===== src/rtl/hazard_ctrl_pkg.sv =====
// Shared types for the hazard controller: forward-select codes and the per-stage tag.
package hazard_ctrl_pkg;

  localparam int unsigned TAG_RA_W = 5;
  localparam int unsigned FWD_W    = 2;

  typedef logic [FWD_W-1:0] fwd_t;

  localparam fwd_t FWD_RF    = 2'b00;
  localparam fwd_t FWD_EXMEM = 2'b01;
  localparam fwd_t FWD_MEMWB = 2'b10;

  typedef struct packed {
    logic [TAG_RA_W-1:0] rd;
    logic                we;
    logic                load;
  } tag_t;

  localparam tag_t TAG_NONE = '0;

  // A source matches a stage when it is really read and the stage really writes it.
  function automatic logic src_match(input logic valid, input logic used,
                                     input logic [TAG_RA_W-1:0] rs, input tag_t t);
    return valid && used && (rs != '0) && t.we && (t.rd == rs);
  endfunction

  // The youngest producer wins.
  function automatic fwd_t fwd_sel(input logic ex_hit, input logic mem_hit);
    if (ex_hit)  return FWD_EXMEM;
    if (mem_hit) return FWD_MEMWB;
    return FWD_RF;
  endfunction

endpackage


===== src/rtl/hazard_ctrl_if.sv =====
// Decoder/pipeline-side signal bundle of the hazard controller.
interface hazard_ctrl_if #(
  parameter int unsigned RA_W  = 5,
  parameter int unsigned CNT_W = 16
);
  logic            id_valid;
  logic [RA_W-1:0] id_rs1;
  logic [RA_W-1:0] id_rs2;
  logic            id_rs1_used;
  logic            id_rs2_used;
  logic [RA_W-1:0] id_rd;
  logic            id_we;
  logic            id_load;
  logic            ex_redirect;
  logic            mem_wait;

  logic             pc_en;
  logic             ifid_en;
  logic             ifid_flush;
  logic             idex_flush;
  logic             pipe_en;
  logic [1:0]       fwd_a;
  logic [1:0]       fwd_b;
  logic             byp_rs1;
  logic             byp_rs2;
  logic [CNT_W-1:0] stall_cnt;
  logic [CNT_W-1:0] flush_cnt;

  modport slave (
    input  id_valid, id_rs1, id_rs2, id_rs1_used, id_rs2_used, id_rd, id_we, id_load,
           ex_redirect, mem_wait,
    output pc_en, ifid_en, ifid_flush, idex_flush, pipe_en, fwd_a, fwd_b,
           byp_rs1, byp_rs2, stall_cnt, flush_cnt
  );

  modport master (
    output id_valid, id_rs1, id_rs2, id_rs1_used, id_rs2_used, id_rd, id_we, id_load,
           ex_redirect, mem_wait,
    input  pc_en, ifid_en, ifid_flush, idex_flush, pipe_en, fwd_a, fwd_b,
           byp_rs1, byp_rs2, stall_cnt, flush_cnt
  );
endinterface


===== src/rtl/pipe_tag.sv =====
// One pipeline stage's destination tag: loads on enable, clears to an empty tag on request.
module pipe_tag
  import hazard_ctrl_pkg::*;
(
  input  logic clk,
  input  logic rst_n,
  input  logic en_i,
  input  logic clr_i,
  input  tag_t d_i,
  output tag_t q_o
);

  tag_t tag_q;
  tag_t tag_d;

  always_comb begin
    tag_d = tag_q;
    if (en_i) tag_d = clr_i ? TAG_NONE : d_i;
  end

  always_ff @(posedge clk or negedge rst_n) begin
    if (!rst_n) tag_q <= TAG_NONE;
    else        tag_q <= tag_d;
  end

  assign q_o = tag_q;

endmodule


===== src/rtl/hazard_ctrl.sv =====
// Pipeline hazard controller: stall/flush priority, EX forward selects, WB->ID bypass, counters.
module hazard_ctrl
  import hazard_ctrl_pkg::*;
#(
  parameter int unsigned RA_W  = 5,
  parameter int unsigned CNT_W = 16
) (
  input logic          clk,
  input logic          rst_n,
  hazard_ctrl_if.slave bus
);

  tag_t ex_q, mem_q, wb_q;
  tag_t id_tag;

  logic [TAG_RA_W-1:0] rs1, rs2, rd;
  logic rs1_ex, rs2_ex, rs1_mem, rs2_mem, rs1_wb, rs2_wb;
  logic lu_c;

  logic pc_en_c, ifid_en_c, ifid_flush_c, idex_flush_c, pipe_en_c;
  logic stall_inc_c, flush_inc_c;

  fwd_t fwd_a_q, fwd_a_d, fwd_b_q, fwd_b_d;
  logic [CNT_W-1:0] stall_cnt_q, stall_cnt_d, flush_cnt_q, flush_cnt_d;

  assign rs1 = TAG_RA_W'(bus.id_rs1);
  assign rs2 = TAG_RA_W'(bus.id_rs2);
  assign rd  = TAG_RA_W'(bus.id_rd);

  // x0 is never a producer, so an rd of zero enters EX as a non-writing tag.
  always_comb begin
    id_tag      = TAG_NONE;
    id_tag.rd   = rd;
    id_tag.we   = bus.id_we   & bus.id_valid & (rd != '0);
    id_tag.load = bus.id_load & bus.id_valid & (rd != '0);
  end

  assign rs1_ex  = src_match(bus.id_valid, bus.id_rs1_used, rs1, ex_q);
  assign rs2_ex  = src_match(bus.id_valid, bus.id_rs2_used, rs2, ex_q);
  assign rs1_mem = src_match(bus.id_valid, bus.id_rs1_used, rs1, mem_q);
  assign rs2_mem = src_match(bus.id_valid, bus.id_rs2_used, rs2, mem_q);
  assign rs1_wb  = src_match(bus.id_valid, bus.id_rs1_used, rs1, wb_q);
  assign rs2_wb  = src_match(bus.id_valid, bus.id_rs2_used, rs2, wb_q);

  assign lu_c = (rs1_ex | rs2_ex) & ex_q.load;

  // Priority: memory freeze, then redirect, then load-use stall.
  always_comb begin
    pc_en_c      = 1'b1;
    ifid_en_c    = 1'b1;
    ifid_flush_c = 1'b0;
    idex_flush_c = 1'b0;
    pipe_en_c    = 1'b1;
    stall_inc_c  = 1'b0;
    flush_inc_c  = 1'b0;
    if (bus.mem_wait) begin
      pc_en_c   = 1'b0;
      ifid_en_c = 1'b0;
      pipe_en_c = 1'b0;
    end else if (bus.ex_redirect) begin
      ifid_flush_c = 1'b1;
      idex_flush_c = 1'b1;
      flush_inc_c  = 1'b1;
    end else if (lu_c) begin
      pc_en_c      = 1'b0;
      ifid_en_c    = 1'b0;
      idex_flush_c = 1'b1;
      stall_inc_c  = 1'b1;
    end
  end

  pipe_tag u_ex_tag (
    .clk  (clk),
    .rst_n(rst_n),
    .en_i (pipe_en_c),
    .clr_i(idex_flush_c),
    .d_i  (id_tag),
    .q_o  (ex_q)
  );

  pipe_tag u_mem_tag (
    .clk  (clk),
    .rst_n(rst_n),
    .en_i (pipe_en_c),
    .clr_i(1'b0),
    .d_i  (ex_q),
    .q_o  (mem_q)
  );

  pipe_tag u_wb_tag (
    .clk  (clk),
    .rst_n(rst_n),
    .en_i (pipe_en_c),
    .clr_i(1'b0),
    .d_i  (mem_q),
    .q_o  (wb_q)
  );

  // Forward selects travel with the instruction into EX; counters saturate.
  always_comb begin
    fwd_a_d     = fwd_a_q;
    fwd_b_d     = fwd_b_q;
    stall_cnt_d = stall_cnt_q;
    flush_cnt_d = flush_cnt_q;
    if (pipe_en_c) begin
      fwd_a_d = idex_flush_c ? FWD_RF : fwd_sel(rs1_ex, rs1_mem);
      fwd_b_d = idex_flush_c ? FWD_RF : fwd_sel(rs2_ex, rs2_mem);
    end
    if (stall_inc_c && (stall_cnt_q != '1)) stall_cnt_d = stall_cnt_q + CNT_W'(1);
    if (flush_inc_c && (flush_cnt_q != '1)) flush_cnt_d = flush_cnt_q + CNT_W'(1);
  end

  always_ff @(posedge clk or negedge rst_n) begin
    if (!rst_n) begin
      fwd_a_q     <= FWD_RF;
      fwd_b_q     <= FWD_RF;
      stall_cnt_q <= '0;
      flush_cnt_q <= '0;
    end else begin
      fwd_a_q     <= fwd_a_d;
      fwd_b_q     <= fwd_b_d;
      stall_cnt_q <= stall_cnt_d;
      flush_cnt_q <= flush_cnt_d;
    end
  end

  assign bus.pc_en      = pc_en_c;
  assign bus.ifid_en    = ifid_en_c;
  assign bus.ifid_flush = ifid_flush_c;
  assign bus.idex_flush = idex_flush_c;
  assign bus.pipe_en    = pipe_en_c;
  assign bus.fwd_a      = fwd_a_q;
  assign bus.fwd_b      = fwd_b_q;
  assign bus.byp_rs1    = rs1_wb;
  assign bus.byp_rs2    = rs2_wb;
  assign bus.stall_cnt  = stall_cnt_q;
  assign bus.flush_cnt  = flush_cnt_q;

endmodule


===== src/flat_wrapper.sv =====
// flat-port wrapper written by rule: the top's interface ports become plain ports
module hazard_ctrl_flat import hazard_ctrl_pkg::*;
#(
  parameter int unsigned RA_W  = 5,
  parameter int unsigned CNT_W = 16
)
  (clk, rst_n, bus_id_valid, bus_id_rs1, bus_id_rs2, bus_id_rs1_used, bus_id_rs2_used, bus_id_rd, bus_id_we, bus_id_load, bus_ex_redirect, bus_mem_wait, bus_pc_en, bus_ifid_en, bus_ifid_flush, bus_idex_flush, bus_pipe_en, bus_fwd_a, bus_fwd_b, bus_byp_rs1, bus_byp_rs2, bus_stall_cnt, bus_flush_cnt);
  hazard_ctrl_if #(.RA_W(RA_W), .CNT_W(CNT_W)) bus_i ();
  input logic clk;
  input logic rst_n;
  input wire logic [$bits(bus_i.id_valid)-1:0] bus_id_valid;
  input wire logic [$bits(bus_i.id_rs1)-1:0] bus_id_rs1;
  input wire logic [$bits(bus_i.id_rs2)-1:0] bus_id_rs2;
  input wire logic [$bits(bus_i.id_rs1_used)-1:0] bus_id_rs1_used;
  input wire logic [$bits(bus_i.id_rs2_used)-1:0] bus_id_rs2_used;
  input wire logic [$bits(bus_i.id_rd)-1:0] bus_id_rd;
  input wire logic [$bits(bus_i.id_we)-1:0] bus_id_we;
  input wire logic [$bits(bus_i.id_load)-1:0] bus_id_load;
  input wire logic [$bits(bus_i.ex_redirect)-1:0] bus_ex_redirect;
  input wire logic [$bits(bus_i.mem_wait)-1:0] bus_mem_wait;
  output wire logic [$bits(bus_i.pc_en)-1:0] bus_pc_en;
  output wire logic [$bits(bus_i.ifid_en)-1:0] bus_ifid_en;
  output wire logic [$bits(bus_i.ifid_flush)-1:0] bus_ifid_flush;
  output wire logic [$bits(bus_i.idex_flush)-1:0] bus_idex_flush;
  output wire logic [$bits(bus_i.pipe_en)-1:0] bus_pipe_en;
  output wire logic [$bits(bus_i.fwd_a)-1:0] bus_fwd_a;
  output wire logic [$bits(bus_i.fwd_b)-1:0] bus_fwd_b;
  output wire logic [$bits(bus_i.byp_rs1)-1:0] bus_byp_rs1;
  output wire logic [$bits(bus_i.byp_rs2)-1:0] bus_byp_rs2;
  output wire logic [$bits(bus_i.stall_cnt)-1:0] bus_stall_cnt;
  output wire logic [$bits(bus_i.flush_cnt)-1:0] bus_flush_cnt;
  assign bus_i.id_valid = bus_id_valid;
  assign bus_i.id_rs1 = bus_id_rs1;
  assign bus_i.id_rs2 = bus_id_rs2;
  assign bus_i.id_rs1_used = bus_id_rs1_used;
  assign bus_i.id_rs2_used = bus_id_rs2_used;
  assign bus_i.id_rd = bus_id_rd;
  assign bus_i.id_we = bus_id_we;
  assign bus_i.id_load = bus_id_load;
  assign bus_i.ex_redirect = bus_ex_redirect;
  assign bus_i.mem_wait = bus_mem_wait;
  assign bus_pc_en = bus_i.pc_en;
  assign bus_ifid_en = bus_i.ifid_en;
  assign bus_ifid_flush = bus_i.ifid_flush;
  assign bus_idex_flush = bus_i.idex_flush;
  assign bus_pipe_en = bus_i.pipe_en;
  assign bus_fwd_a = bus_i.fwd_a;
  assign bus_fwd_b = bus_i.fwd_b;
  assign bus_byp_rs1 = bus_i.byp_rs1;
  assign bus_byp_rs2 = bus_i.byp_rs2;
  assign bus_stall_cnt = bus_i.stall_cnt;
  assign bus_flush_cnt = bus_i.flush_cnt;
  hazard_ctrl #(.RA_W(RA_W), .CNT_W(CNT_W)) u_core (.clk(clk), .rst_n(rst_n), .bus(bus_i));
endmodule

===== config.mk =====
export PLATFORM = sky130hd
export DESIGN_NAME = hazard_ctrl_flat
export DESIGN_NICKNAME = d
export VERILOG_FILES = /design/src/rtl/hazard_ctrl_pkg.sv /design/src/rtl/hazard_ctrl_if.sv /design/src/rtl/pipe_tag.sv /design/src/rtl/hazard_ctrl.sv /design/src/flat_wrapper.sv
export SDC_FILE = /design/constraint.sdc
export NUM_CORES = 1
export LEC_CHECK = 0
export BUFFER_PORTS_ARGS = -buffer_cell sky130_fd_sc_hd__buf_4
export CAP_MARGIN = 20
export CORE_ASPECT_RATIO = 1.5
export CORE_UTILIZATION = 25
export DETAILED_ROUTE_END_ITERATION = 10
export PLACE_DENSITY_LB_ADDON = 0.12
export RECOVER_POWER = 25
export SYNTH_ARGS = -nofsm -noshare
export SYNTH_HDL_FRONTEND = slang
export SYNTH_HIERARCHICAL = 1
export SYNTH_SLANG_ARGS = --single-unit

===== constraint.sdc =====
create_clock -name clk -period 2.43 [get_ports clk]
set_clock_uncertainty 0.1 [all_clocks]
set_input_delay 0.6075 -clock clk [delete_from_list [all_inputs] [get_ports clk]]
set_output_delay 0.6075 -clock clk [all_outputs]
set_load 0.02 [all_outputs]

# [Word-level counts from Yosys, hierarchy flattened]
# Cells that the tools add are included.
[op_classes] n_mux=32 eq_ne=8 reduce_logical=21 n_addsub=2 n_bitwise=6
[ops] operator="16-bit by 1-bit adder with 16-bit output, second input constant" n=2
[ops] operator="16-bit inequality test, second input constant" n=2
[ops] operator="5-bit equality test" n=6
[ops] operator="1-bit two-way mux" n=21
[ops] operator="2-bit two-way mux" n=10
[ops] operator="1-bit logical AND" n=18
[ops] operator="5-bit nonzero test" n=3
[ops] operator="7-bit two-way mux" n=1
[ops] operator="1-bit AND" n=5
[ops] operator="1-bit bitwise OR" n=1
[totals] register_bits=55

# [Longest topological paths before layout]
[depth] depth_word=11 mapped_depth=9 ltp_nobuf=8

# [By module]
# Netlist, hierarchy kept.
[by_module_without_submodules] module="hazard_ctrl" instances=1 seq_area_each_um2=900.9 area_each_um2=2139.6 cells_per_inst=213
[by_module_without_submodules] module="pipe_tag" instances=3 seq_area_each_um2=175.2 area_each_um2=300.3 cells_per_inst=29

# [Worst setup path before layout]
# Ideal clock, no wire load.
[synth_path] path_kind="input port to output port" start="input bus_id_rs2[1]" end="output bus_pc_en" cell_stages=6 setup_slack_ns=-0.568 n_path_buf=1 arrival_ns=2.291 cell_sequence="or4_1 -> o211ai_2 -> nand4b_2 -> nand2_1 -> a31oi_1 -> buf_4"
[synth_between] elab_chain_len=9 word_cells_on_any_way=10
[synth_rtl] element="start: declaration" line_no="flat_wrapper.sv:13" rtl="input wire logic [$bits(bus_i.id_rs2)-1:0] bus_id_rs2;"
[synth_rtl] element="5-bit nonzero test" line_no="hazard_ctrl_pkg.sv:24" rtl="return valid && used && (rs != '0) && t.we && (t.rd == rs);"
[synth_rtl] element="1-bit logical AND (2 in a row)" line_no="hazard_ctrl_pkg.sv:24"
[synth_rtl] element="1-bit logical AND (*)" line_no="hazard_ctrl_pkg.sv:24"
[synth_rtl] element="1-bit bitwise OR (*)" line_no="hazard_ctrl.sv:45" rtl="assign lu_c = (rs1_ex | rs2_ex) & ex_q.load;"
[synth_rtl] element="1-bit AND (*)" line_no="hazard_ctrl.sv:45"
[synth_rtl] element="1-bit two-way mux (*) (3 in a row)"
[synth_rtl] element="end: declaration" line_no="flat_wrapper.sv:21" rtl="output wire logic [$bits(bus_i.pc_en)-1:0] bus_pc_en;"
# Every way passes the cells marked *; elsewhere a longest branch is shown, timed or not.

# [Worst setup path in the final report]
[layout_path] start="input bus_id_rs1[1]" end="output bus_idex_flush"
[layout_between] elab_chain_len=9 word_cells_on_any_way=10
[layout_rtl] element="start: declaration" line_no="flat_wrapper.sv:12" rtl="input wire logic [$bits(bus_i.id_rs1)-1:0] bus_id_rs1;"
[layout_rtl] element="5-bit nonzero test" line_no="hazard_ctrl_pkg.sv:24"
[layout_rtl] element="1-bit logical AND (2 in a row)" line_no="hazard_ctrl_pkg.sv:24"
[layout_rtl] element="1-bit logical AND (*)" line_no="hazard_ctrl_pkg.sv:24"
[layout_rtl] element="1-bit bitwise OR (*)" line_no="hazard_ctrl.sv:45"
[layout_rtl] element="1-bit AND (*)" line_no="hazard_ctrl.sv:45"
[layout_rtl] element="1-bit two-way mux (*)" line_no="hazard_ctrl.sv:64" rtl="end else if (lu_c) begin"
[layout_rtl] element="1-bit two-way mux (*)" line_no="hazard_ctrl.sv:60" rtl="end else if (bus.ex_redirect) begin"
[layout_rtl] element="1-bit two-way mux (*)" line_no="hazard_ctrl.sv:56" rtl="if (bus.mem_wait) begin"
[layout_rtl] element="end: declaration" line_no="flat_wrapper.sv:24" rtl="output wire logic [$bits(bus_i.idex_flush)-1:0] bus_idex_flush;"
# Marked as above.

==> report_table.html <==
<table>
<tr><th>Metric</th><th>Value</th></tr>
<tr><th colspan="2">Run status</th></tr>
<tr><td>Result of the run</td><td>complete, but fails checks</td></tr>
<tr><td>Failing checks</td><td>setup timing</td></tr>
<tr><th colspan="2">Cells and area</th></tr>
<tr><td>Most common cell after layout, fill and taps aside</td><td>sky130_fd_sc_hd__buf_4</td></tr>
<tr><td>Layout Nets</td><td>421</td></tr>
<tr><td>Number of standard cells in the layout, taps in and fillers out</td><td>546</td></tr>
<tr><td>Post-synthesis to final-layout area growth</td><td>37.44%</td></tr>
<tr><td>N_diodes</td><td>0</td></tr>
<tr><td>Commonest cells after routing, fill and taps aside</td><td>81 x sky130_fd_sc_hd__buf_4, 55 x sky130_fd_sc_hd__dfrtp_1, 36 x sky130_fd_sc_hd__xnor2_1, 29 x sky130_fd_sc_hd__inv_1, 23 x sky130_fd_sc_hd__xor2_1</td></tr>
<tr><td>Share of layout cells above drive strength 1</td><td>31.06%</td></tr>
<tr><th colspan="2">STA</th></tr>
<tr><td>Unrepaired setup endpoints after global routing</td><td>yes</td></tr>
<tr><td>Period minus WS final</td><td>2714 ps</td></tr>
<tr><td>Hold violation count in the final report</td><td>0</td></tr>
<tr><td>Slew margin rel.</td><td>2.817%</td></tr>
<tr><td>Peak clock frequency supported by timing</td><td>368.5 MHz</td></tr>
<tr><td>Portion of the clock cycle consumed by the worst path in the final layout</td><td>111.7%</td></tr>
<tr><td>Transition at the pin with the smallest max-transition slack</td><td>1458 ps</td></tr>
<tr><td>Count of endpoints failing setup in the final report</td><td>4</td></tr>
<tr><td>Final worst setup slack</td><td>-283.7 ps</td></tr>
<tr><td>Max-slew violation count</td><td>0</td></tr>
<tr><th colspan="2">Setup path</th></tr>
<tr><td>Longest individual stage delay on the worst path</td><td>520 ps</td></tr>
<tr><td>Cell with the largest stage delay on the worst path</td><td>sky130_fd_sc_hd__or4_4</td></tr>
<tr><td>Worst path top cell family by delay</td><td>simple AND/OR/NAND/NOR gates</td></tr>
<tr><td>Cell type with the highest occurrence count on the critical path</td><td>sky130_fd_sc_hd__buf_6</td></tr>
<tr><td>Required @ worst endpoint</td><td>1720 ps</td></tr>
<tr><td>Crit Path Category</td><td>in2out</td></tr>
<tr><td>Critical path origin</td><td>bus_id_rs1[1]</td></tr>
<tr><td>Type of origin of the critical path</td><td>input pin</td></tr>
<tr><td>Cells along the critical path</td><td>buf_6 &gt; or4_4 &gt; o211ai_2 &gt; nand4b_4 &gt; nand2_4 &gt; a21oi_2 &gt; nor2_2 &gt; buf_6</td></tr>
<tr><td>Largest driver fanout on the critical path</td><td>3</td></tr>
<tr><td>Setup slack, reg-to-reg</td><td>80 ps</td></tr>
<tr><td>Arrival time at the worst endpoint</td><td>2010 ps</td></tr>
<tr><td>WP buf/inv</td><td>2</td></tr>
<tr><td>Worst flop-to-flop path startpoint</td><td>u_core/u_ex_tag/q_o[5]$_DFFE_PN0P_</td></tr>
<tr><td>Capturing element type of the critical path</td><td>primary output</td></tr>
<tr><th colspan="2">Power and ir drop</th></tr>
<tr><td>Leakage power figure</td><td>0.001912 uW</td></tr>
<tr><td>Switching power as a share of total power</td><td>29.23%</td></tr>
<tr><td>Combinational cell fraction of total power</td><td>20.1%</td></tr>
<tr><td>Cell-internal power</td><td>1588 uW</td></tr>
<tr><td>Sequential power share</td><td>48.4%</td></tr>
<tr><td>Net Sw Power</td><td>655.9 uW</td></tr>
<tr><td>Proportion of power drawn by the clock network</td><td>31.5%</td></tr>
<tr><td>Power per cell area</td><td>552.0 mW/mm^2</td></tr>
<tr><td>Peak ir drop on the vdd network</td><td>419.8 uV</td></tr>
<tr><th colspan="2">Global route</th></tr>
<tr><td>Vias in the first global route</td><td>2,426</td></tr>
<tr><td>Initial antenna violation count</td><td>0</td></tr>
<tr><td>Global-route usage over all layers</td><td>13.03%</td></tr>
<tr><td>Pin count of the biggest net entering global routing</td><td>56</td></tr>
<tr><td>Global-route wire length before repair</td><td>12,520 um</td></tr>
<tr><td>GRT Residual Overflow</td><td>0</td></tr>
<tr><th colspan="2">Floorplanning</th></tr>
<tr><td>Starting density of the core</td><td>25.65%</td></tr>
<tr><td>Area of the die</td><td>0.01228 mm^2</td></tr>
<tr><td>IO Pins</td><td>67</td></tr>
<tr><td>Vert. Die Dim</td><td>135.2 um</td></tr>
<tr><td>Die width</td><td>90.81 um</td></tr>
<tr><td>Row count</td><td>48</td></tr>
<tr><td>CORE AREA</td><td>0.01153 mm^2</td></tr>
<tr><th colspan="2">Clocking</th></tr>
<tr><td>CTS tree</td><td>done</td></tr>
<tr><td>Number of buffers added by the clock tree synthesis step</td><td>5</td></tr>
<tr><td>Source-to-sink clock delay at the later pin of the worst-skew pair</td><td>290 ps</td></tr>
<tr><td>Clock-pin slew on the worst setup and hold paths</td><td>70 ps</td></tr>
<tr><td>Number of H-tree levels</td><td>2</td></tr>
<tr><td>CTS sink cnt</td><td>55</td></tr>
<tr><td>Buffers from clock root to sink, at most</td><td>2</td></tr>
<tr><td>Root Buffer Master</td><td>sky130_fd_sc_hd__clkbuf_16</td></tr>
<tr><th colspan="2">Place</th></tr>
<tr><td>Pre-CTS worst setup slack</td><td>-356.1 ps</td></tr>
<tr><td>DPL Wire Length</td><td>5865 um</td></tr>
<tr><td>DP Cell Count</td><td>535</td></tr>
<tr><td>Gpl congestion</td><td>0.7692</td></tr>
<tr><td>Input/output buffers</td><td>66</td></tr>
<tr><th colspan="2">Routing</th></tr>
<tr><td>Post-Route WL</td><td>7744 um</td></tr>
<tr><td>Iteration-0 DRC count of the detailed router</td><td>62</td></tr>
<tr><td>Vias after detailed routing</td><td>2,387</td></tr>
<tr><td>First-pass DRT Iterations</td><td>4</td></tr>
<tr><td>Routed wire per std cell</td><td>14.18 um</td></tr>
<tr><td>Average via count per standard cell</td><td>4.372</td></tr>
<tr><td>Drc violations</td><td>0</td></tr>
<tr><td>Antenna-violating nets left</td><td>0</td></tr>
<tr><th colspan="2">Logic synthesis</th></tr>
<tr><td>Mapped Avg Cell Area</td><td>10.13 um^2</td></tr>
<tr><td>Yosys warnings</td><td>6</td></tr>
<tr><td>Mapped Area</td><td>0.002958 mm^2</td></tr>
<tr><td>Synthesized instance count</td><td>292</td></tr>
<tr><th colspan="2">Run</th></tr>
<tr><td>Count of max-cap constraint violations</td><td>0</td></tr>
<tr><th colspan="2">Hold path</th></tr>
<tr><td>Type of the worst min-delay path</td><td>reg2reg</td></tr>
<tr><td>Startpoint of the worst hold path</td><td>u_core/bus.fwd_b[0]$_DFFE_PN0N_</td></tr>
</table>
what timing repair did:
item                       4_1_cts  5_1_grt
hold buffers                     0        0
pin swaps                       10        8
setup buffers                    3        2
resized for setup               12        2
hold endpoints to repair         0        0
setup endpoints to repair        5        6
routing by layer:
layer / track usage (%) / share of wire, % / vias to the layer above
met1: 14.76 / 42 / 1139
met3: 2.076 / 3.4 / 12
met4: 5.908 / 2.4 / 0
met2: 23.91 / 53 / 53
li1: - / - / 1183
met5: 0 / 0 / -
metrics by stage:
| step | cell area (um^2) | hold slack, ps | setup TNS, ps | power (uW) | utilization [%] |
|---|---|---|---|---|---|
| after floorplan | 3047 | 211.9 | -556.6 | 1326 | - |
| after global placement | 3851 | 373.3 | -2262 | 1550 | 33.40 |
| after detailed placement | 3851 | 377.8 | -2473 | 1553 | 33.40 |
| after CTS | 4050 | 310.0 | -994.7 | 2297 | 35.12 |
| after global routing | 4065 | 427.9 | -1071 | 2375 | 35.25 |
| final | 4065 | 391.8 | -853.3 | 2244 | 35.25 |
tightest hold or removal path, delay by kind of cell (launching register included):
| family | cells | cell delay, ps |
|---|---|---|
| AOI/OAI and AO/OA | 1 | 60 |
| and+or+nand+nor | 1 | 50 |
| DFF | 1 | 350 |
power groups by stage:
stage	Combinational (uW)	Clock, uW	Sequential, uW
2_1_floorplan	188	0	1140
3_3_place_gp	445	0	1110
3_5_place_dp	449	0	1100
4_1_cts	458	750	1090
5_1_grt	493	780	1100
6_report	452	707	1090
cell type report:
| type | count | area, um^2 |
|---|---|---|
| clock buffer | 7 | 132.6 |
| clock inverter | 1 | 5.005 |
| timing repair buffer | 92 | 730.7 |
| tap | 150 | 187.7 |
| fill | 1211 | 7466 |
| multi-input combinational | 211 | 1520 |
| sequential | 55 | 1376 |
| inverter | 30 | 112.6 |
flip-flops by register name, summed over array words and instances (netlist names):
name / flops
u_core/bus.stall_cnt: 16
u_core/bus.fwd_b: 2
u_core/u_ex_tag/q_o: 7
u_core/u_mem_tag/q_o: 6
u_core/u_wb_tag/q_o: 6
u_core/bus.flush_cnt: 16
u_core/bus.fwd_a: 2
final timing paths:
path / to / cells past startpoint
worst max-delay path: bus_idex_flush / 8
worst max register to register: u_core/bus.stall_cnt[1]$_DFFE_PN0P_ / 8
max in group asynchronous: u_core/u_ex_tag/q_o[3]$_DFFE_PN0P_ / 1
min in group asynchronous: u_core/bus.fwd_b[1]$_DFFE_PN0N_ / 1
worst min register to register: u_core/bus.fwd_b[0]$_DFFE_PN0N_ / 2
worst min-delay path: u_core/bus.fwd_b[0]$_DFFE_PN0N_ / 2
No activity file was read; power rests on OpenSTA's default activity.
